## src/rtl/sap_control_unit.sv

```systemverilog
// rtl/sap_control_unit.sv - T-state sequencer and control-strobe decoder for the SAP CPU
//
// Ports:
//   clk, rst      : rising-edge clock, asynchronous active-high reset
//   prog          : programming-mode hold (forces step to T0, strobes inactive)
//   instr [N-1:0] : IR contents, opcode = instr[N-1:N-4]
//   cf, zf        : latched carry / zero flags for JC / JZ
//   hlt..fi       : bus control strobes (ro_ is active-low)
//   step [2:0]    : current T-state 0..4
module sap_control_unit #(
    parameter int N         = 8,
    parameter bit EARLY_END = 1'b1
) (
    input  logic         clk,
    input  logic         rst,
    input  logic         prog,
    input  logic [N-1:0] instr,
    input  logic         cf,
    input  logic         zf,
    output logic         hlt,
    output logic         mi,
    output logic         ri,
    output logic         ro_,
    output logic         ii,
    output logic         io,
    output logic         ai,
    output logic         ao,
    output logic         eo,
    output logic         su,
    output logic         bi,
    output logic         oi,
    output logic         ce,
    output logic         co,
    output logic         j,
    output logic         fi,
    output logic [2:0]   step
);

    localparam logic [3:0] OP_LDA = 4'h1;
    localparam logic [3:0] OP_ADD = 4'h2;
    localparam logic [3:0] OP_SUB = 4'h3;
    localparam logic [3:0] OP_STA = 4'h4;
    localparam logic [3:0] OP_LDI = 4'h5;
    localparam logic [3:0] OP_JMP = 4'h6;
    localparam logic [3:0] OP_JC  = 4'h7;
    localparam logic [3:0] OP_JZ  = 4'h8;
    localparam logic [3:0] OP_OUT = 4'hE;
    localparam logic [3:0] OP_HLT = 4'hF;

    logic [2:0] step_q, step_d;
    logic       halted_q, halted_d;
    logic [3:0] opcode;
    logic [2:0] last_step;
    logic       unused_operand;

    assign opcode         = instr[N-1:N-4];
    assign unused_operand = ^instr[N-5:0];
    assign step           = step_q;

    // Final microstep of the current opcode; with EARLY_END=0 every
    // instruction occupies the full T0..T4 frame.
    always_comb begin
        last_step = 3'd1;
        if (!EARLY_END) begin
            last_step = 3'd4;
        end else begin
            unique case (opcode)
                OP_LDI, OP_JMP, OP_JC, OP_JZ, OP_OUT, OP_HLT: last_step = 3'd2;
                OP_LDA, OP_STA:                               last_step = 3'd3;
                OP_ADD, OP_SUB:                               last_step = 3'd4;
                default:                                      last_step = 3'd1;
            endcase
        end
    end

    always_ff @(posedge clk or posedge rst) begin
        if (rst) begin
            step_q   <= 3'd0;
            halted_q <= 1'b0;
        end else begin
            step_q   <= step_d;
            halted_q <= halted_d;
        end
    end

    // Once halted the sequencer ignores prog and freezes; only rst escapes.
    always_comb begin
        step_d   = step_q;
        halted_d = halted_q;
        if (!halted_q) begin
            if (prog) begin
                step_d = 3'd0;
            end else if (step_q == 3'd2 && opcode == OP_HLT) begin
                halted_d = 1'b1;
            end else if (step_q >= last_step) begin
                step_d = 3'd0;
            end else begin
                step_d = step_q + 3'd1;
            end
        end
    end

    always_comb begin
        hlt = 1'b0; mi = 1'b0; ri = 1'b0; ro_ = 1'b1;
        ii  = 1'b0; io = 1'b0; ai = 1'b0; ao  = 1'b0;
        eo  = 1'b0; su = 1'b0; bi = 1'b0; oi  = 1'b0;
        ce  = 1'b0; co = 1'b0; j  = 1'b0; fi  = 1'b0;
        if (rst) begin
            // all inactive
        end else if (halted_q) begin
            hlt = 1'b1;
        end else if (!prog) begin
            unique case (step_q)
                3'd0: begin co = 1'b1; mi = 1'b1; end
                3'd1: begin ro_ = 1'b0; ii = 1'b1; ce = 1'b1; end
                3'd2: begin
                    unique case (opcode)
                        OP_LDA, OP_ADD, OP_SUB, OP_STA: begin io = 1'b1; mi = 1'b1; end
                        OP_LDI: begin io = 1'b1; ai = 1'b1; end
                        OP_JMP: begin io = 1'b1; j = 1'b1; end
                        OP_JC:  begin io = 1'b1; j = cf; end
                        OP_JZ:  begin io = 1'b1; j = zf; end
                        OP_OUT: begin ao = 1'b1; oi = 1'b1; end
                        OP_HLT: hlt = 1'b1;
                        default: ;
                    endcase
                end
                3'd3: begin
                    unique case (opcode)
                        OP_LDA:         begin ro_ = 1'b0; ai = 1'b1; end
                        OP_ADD, OP_SUB: begin ro_ = 1'b0; bi = 1'b1; end
                        OP_STA:         begin ao = 1'b1; ri = 1'b1; end
                        default: ;
                    endcase
                end
                3'd4: begin
                    if (opcode == OP_ADD || opcode == OP_SUB) begin
                        eo = 1'b1; ai = 1'b1; fi = 1'b1;
                        su = (opcode == OP_SUB);
                    end
                end
                default: ;
            endcase
        end
    end

endmodule

```

## config.mk

```make
export PLATFORM = sky130hd
export DESIGN_NAME = sap_control_unit
export DESIGN_NICKNAME = d
export VERILOG_FILES = /design/src/rtl/sap_control_unit.sv
export SDC_FILE = /design/constraint.sdc
export NUM_CORES = 1
export LEC_CHECK = 0
export ABC_AREA = 1
export BUFFER_PORTS_ARGS = -buffer_cell sky130_fd_sc_hd__buf_2
export CELL_PAD_IN_SITES_DETAIL_PLACEMENT = 0
export CELL_PAD_IN_SITES_GLOBAL_PLACEMENT = 1
export CORE_UTILIZATION = 31
export DETAILED_ROUTE_END_ITERATION = 8
export PLACE_DENSITY_LB_ADDON = 0.3
export SLEW_MARGIN = 25
export SYNTH_ARGS = -nofsm -noshare
export SYNTH_HDL_FRONTEND = slang
export SYNTH_SLANG_ARGS = --single-unit
```

## constraint.sdc

```tcl
create_clock -name clk -period 2.28 [get_ports clk]
set_input_delay 0.114 -clock clk [delete_from_list [all_inputs] [get_ports clk]]
set_output_delay 0.114 -clock clk [all_outputs]
set_load 0.01 [all_outputs]
```

After elaboration in Yosys (flattened, before gate mapping)
Memories as Yosys holds them, arrays and structs flattened. Cells that the tools add are included.

Register bits after elaboration: 4. ROM bits: 48. Bits of input ports: 13. Output and inout bits: 19. Logic and storage cells: 103. Memories kept: 1.

Memory list: (name not given) (depth 16, width 3, read ports 1, clocked after memory_dff 0, write ports 0, RTL line 67) `unique case (opcode)`.

Add/sub/neg operators: 1. Order comparisons: 1. Eq/ne operators: 15. Multiplexer cells: 74. Bitwise logic cells: 1. Reductions and logical operators: 8.

Operators by type and width (number): 1-bit two-way mux (66); 4-bit by 3-bit equality test with 1-bit output, second input constant (4); 4-bit equality test, second input constant (3); 3-bit two-way mux (3); 4-bit by 2-bit equality test with 1-bit output, second input constant (2); 8-bit OR reduction (1); 3-bit by 2-bit equality test with 1-bit output, second input constant (2); 1-bit one-hot mux with 2 select lines (3); 1-bit one-hot mux with 3 select lines (2); 4-bit by 1-bit equality test with 1-bit output, second input constant (1); 4-bit OR reduction (1); 3-bit by 1-bit adder with 3-bit output, second input constant (1); 3-bit by 1-bit equality test with 1-bit output, second input constant (1); 3-bit equality test, second input constant (1); 3-bit >= comparator (1); 3-bit logical NOT (1); 3-bit OR reduction (1); 2-bit inequality test, second input constant (1); 2-bit AND reduction (1); 2-bit OR reduction (1); 1-bit logical AND (1); 1-bit logical OR (1); 1-bit inverter (1).

Depth between registers and ports, before layout
Word-level depth: 7. Mapped depth: 11. Gate-level depth less buffers: 11.

Worst setup path before layout
No wires, ideal clock.

Path kind: in2reg. Start: input port instr[5]. End: register step_q[1] (netlist: step[1]). Library setup time: 0.065 ns. Arrival: 1.377 ns. Data required time: 2.215 ns. Slack: 0.838 ns. Cell stages on the path: 10. Path buffers: 1. Cell sequence: buf_2 -> nor2_1 -> nand2_1 -> o21ai_0 -> a21oi_1 -> ha_1 -> and3_1 -> nor2_1 -> nand2_1 -> nand2_1.

Word-level cells in the longest chain between the ends: 5. Elaborated cells on any way between the ends: 9. Those cells by class: 1 x order compare; 2 x eq/ne; 3 x mux; 2 x reduce/logical; 1 x memory.

Ends and longest elaborated chain: start, declared (RTL line 17) `input logic [N-1:0] instr,`; memory read 16 x 3 bit; 3-bit >= comparator (RTL line 95) `end else if (step_q >= last_step) begin`; 3-bit two-way mux (RTL line 95); 3-bit two-way mux (RTL line 93) `end else if (step_q == 3'd2 && opcode == OP_HLT) begin`; 3-bit two-way mux (RTL line 91) `if (prog) begin`; end signal, assigned (RTL line 81) `step_q <= step_d;`; end, declared (RTL line 50) `logic [2:0] step_q, step_d;`.

Several ways; a longest one is shown, not always the timed one. The select of a mux whose other input is x is not followed. A chain may end at the register's enable or synchronous reset.

Worst setup path in the final report
Start: register step_q[0] (netlist: step[0]). End: output port ao.

Word-level cells in the longest chain between the ends: 5. Elaborated cells on any way between the ends: 6. Those cells by class: 2 x eq/ne; 4 x mux.

Ends and longest elaborated chain: 3-bit by 2-bit equality test with 1-bit output (RTL line 113) `unique case (step_q)`; 1-bit one-hot mux with 2 select lines * (RTL line 113); 1-bit two-way mux * (RTL line 112) `end else if (!prog) begin`; 1-bit two-way mux * (RTL line 110) `end else if (halted_q) begin`; 1-bit two-way mux * (RTL line 108) `if (rst) begin`; end, declared (RTL line 27) `output logic ao,`.

Every way passes the cells marked *; elsewhere a longest branch is shown, timed or not.

==> out/metrics.cfg <==
[drt]
via_per_inst = 4.66
via_count = 793
wl_per_cell_um = 9.44
drtAntennaViolNets = 0
drt-initial-drc-count = 11
dr.pass1.iters = 4
wl_mm = 1.60
drc = 0

[worst_setup_path]
path_max_fanout = 5
rr_endpoint = step[0]
timing.rr.start = step[0]
rr_worst_depth = 8
rrSetupSlack_ps = 870
crit_chain = inv_1 > ha_1 > nand2_2 > nor2_1 > inv_1 > o21ai_1 > buf_2
critPathMaxStageDelay_ps = 420
worstPathRequired_ps = 2170
crit_type = flip-flop to output pin
crit_path_frequent_cell = inv_1
critPathArrivalTime_ps = 1650
crit_path_top_delay_cell = dfrtp_1
startpoint_type = flip-flop
end_kind = output pin

[place]
gp_congestion = 0.770
place_area_sq_um = 816
dp_hpwl_mm = 1.36
io_buffers = 27

[floorplanning]
die_w_um = 48.4
fp.dieH_um = 48.4
io_pins = 32
die_area_sq_um = 2340
rows = 16
initial_core_util_pct = 33.3
coreArea_sq_um = 2000

[logic_synthesis]
yosys_warnings = 0
ys_ff_latch = 4
syn_area_sq_um = 667
yosysSeqAreaShare_pct = 15.0
yosysUniqueCellTypes = 20
synth_area_per_cell_sq_um = 5.80
synth_cells = 115
synthesis.nets = 136

[timing]
tightest_slew_ps = 261
grt_setup_unrepaired = false
max-slew-margin-rel_pct = 82.5
hold_violations = 0
fin_skew_ps = 4.21
fmax_ghz = 0.568
finalSetupViolCount = 0
period_share_pct = 77.2
holdWs_ps = 283
min_period_ps = 1760
drv_slew = 0
fin_tns_setup_ps = 0

[layout]
final_cell_mix = nand2_1, buf_2, inv_1, nor2_1
nFillCells = 255
syn_to_final_growth_pct = 27.2
drive_above_1_share_pct = 26.6
postLayoutCellArea_sq_um = 848
fin_util_pct = 42.4
final_nets = 166
final_common_cell = nand2_1
antennaDiodeCount = 0

[pwr]
power_leakage_uw = 0.000503
max-vdd-ir-drop_v = 0.000292
power_density_nw_per_um2 = 239

[min_path]
hold_class = primary input to flip-flop
hp-start = prog
hold_depth = 4
min_delay_worst_endpoint = halted_q

[cts]
h-tree-depth = 1
clkSinkCount = 4
post_cts_resized = 0
clockBufferDepth = 2
cts_setup_buffers = 0
cts_buffers = 3
path_clk_slew_ps = 30
cts_tree = built
cts-root-buf = clkbuf_4
clock_latency_ps = 230

[global_route]
grt_pass1_vias = 673
grt_antenna_before_repair = 0
grt_first_pass_wirelength_mm = 2.67
grt_max_degree = 11
grt-ovfl-total = 0
track_usage_pct = 13.8

[flow_run]
cap_violations = 0

[status]
run_status = completed

## kinds of logic (layout without fill, tap and decap cells)
kind of cell / count (synthesis) / in the layout / synth area share, %
adder cells (fa/ha/maj): 8 / 8 / 15.0
AND/OR/NAND/NOR: 69 / 69 / 46.5
AO/OA/AOI/OAI: 14 / 14 / 10.9
buffers and inverters: 20 / 48 / 12.6
flip-flops: 4 / 4 / 15.0
## state kept, by name, summed over array words and instances, names as in the netlist
| name | flops |
|---|---|
| step | 3 |
| halted_q | 1 |
## where the power goes
group	switching [uW]	internal [uW]	total, uW
Clock	22.7	58.4	81.1
Sequential	0	71.5	71.5
Combinational	31.9	18.3	50.2
Total	54.6	148	203
## cell usage after synthesis, drive strengths merged
master,number,area (sq um)
a21oi,8,40.0
dfrtp,4,100
nor2,20,95.1
o21ai,5,25.0
buf,3,20.0
o211ai,1,7.51
nand4,3,18.8
nand3,7,35.0
ha,8,100
and3,1,6.26
nand2,36,143
inv,17,63.8
nand3b,1,7.51
nor3,1,5.00
## layout make-up
cell class | count | area [sq um] | share of cell area, %
Clock buffer | 3 | 22.5 | 2.65
Timing Repair Buffer | 28 | 145 | 17.1
Multi-Input combinational cell | 91 | 483 | 56.9
Inverter | 17 | 63.8 | 7.52
Sequential cell | 4 | 100 | 11.8
Tap cell | 27 | 33.8 | 3.98
## metal layers
metal / vias up / track usage (%) / wire length [um]
li1: 423 / - / -
met1: 354 / 18.7 / 768
met2: 16 / 24.6 / 795
met3: 0 / 0 / 41
met4: 0 / 2.94 / 0
met5: - / 0 / 0
## worst max-delay path: cells and delay by family (launching register included)
| family | cells | cell delay [ps] |
|---|---|---|
| compound gates | 1 | 110 |
| fa+ha+maj | 1 | 210 |
| buf+inv | 3 | 400 |
| flops | 1 | 420 |
| simple gates | 2 | 280 |
## through the flow
stage                     cells  setup WS [ps]  total power [uW]
after floorplan             115            838               104
after global placement      166            625               121
after detailed placement    166            635               121
after CTS                   170            504               206
after global routing        170            360               219
final                       170            519               203
## how the worst max path moves through the flow
stage | from | cells after the start | end
3_3_place_gp | instr[5] | 10 | step[0]
4_1_cts | step[0] | 7 | ao
6_report | step[0] | 7 | ao
2_1_floorplan | instr[5] | 10 | step[1]
3_5_place_dp | instr[5] | 10 | step[0]
5_1_grt | step[0] | 9 | ai
## timing repair
item / 4_1_cts / 5_1_grt
hold endpoints to repair: 4 / 0
hold buffers: 1 / 0
endpoints found under the setup margin: 0 / 0
(Power assumes the default switching activity.)
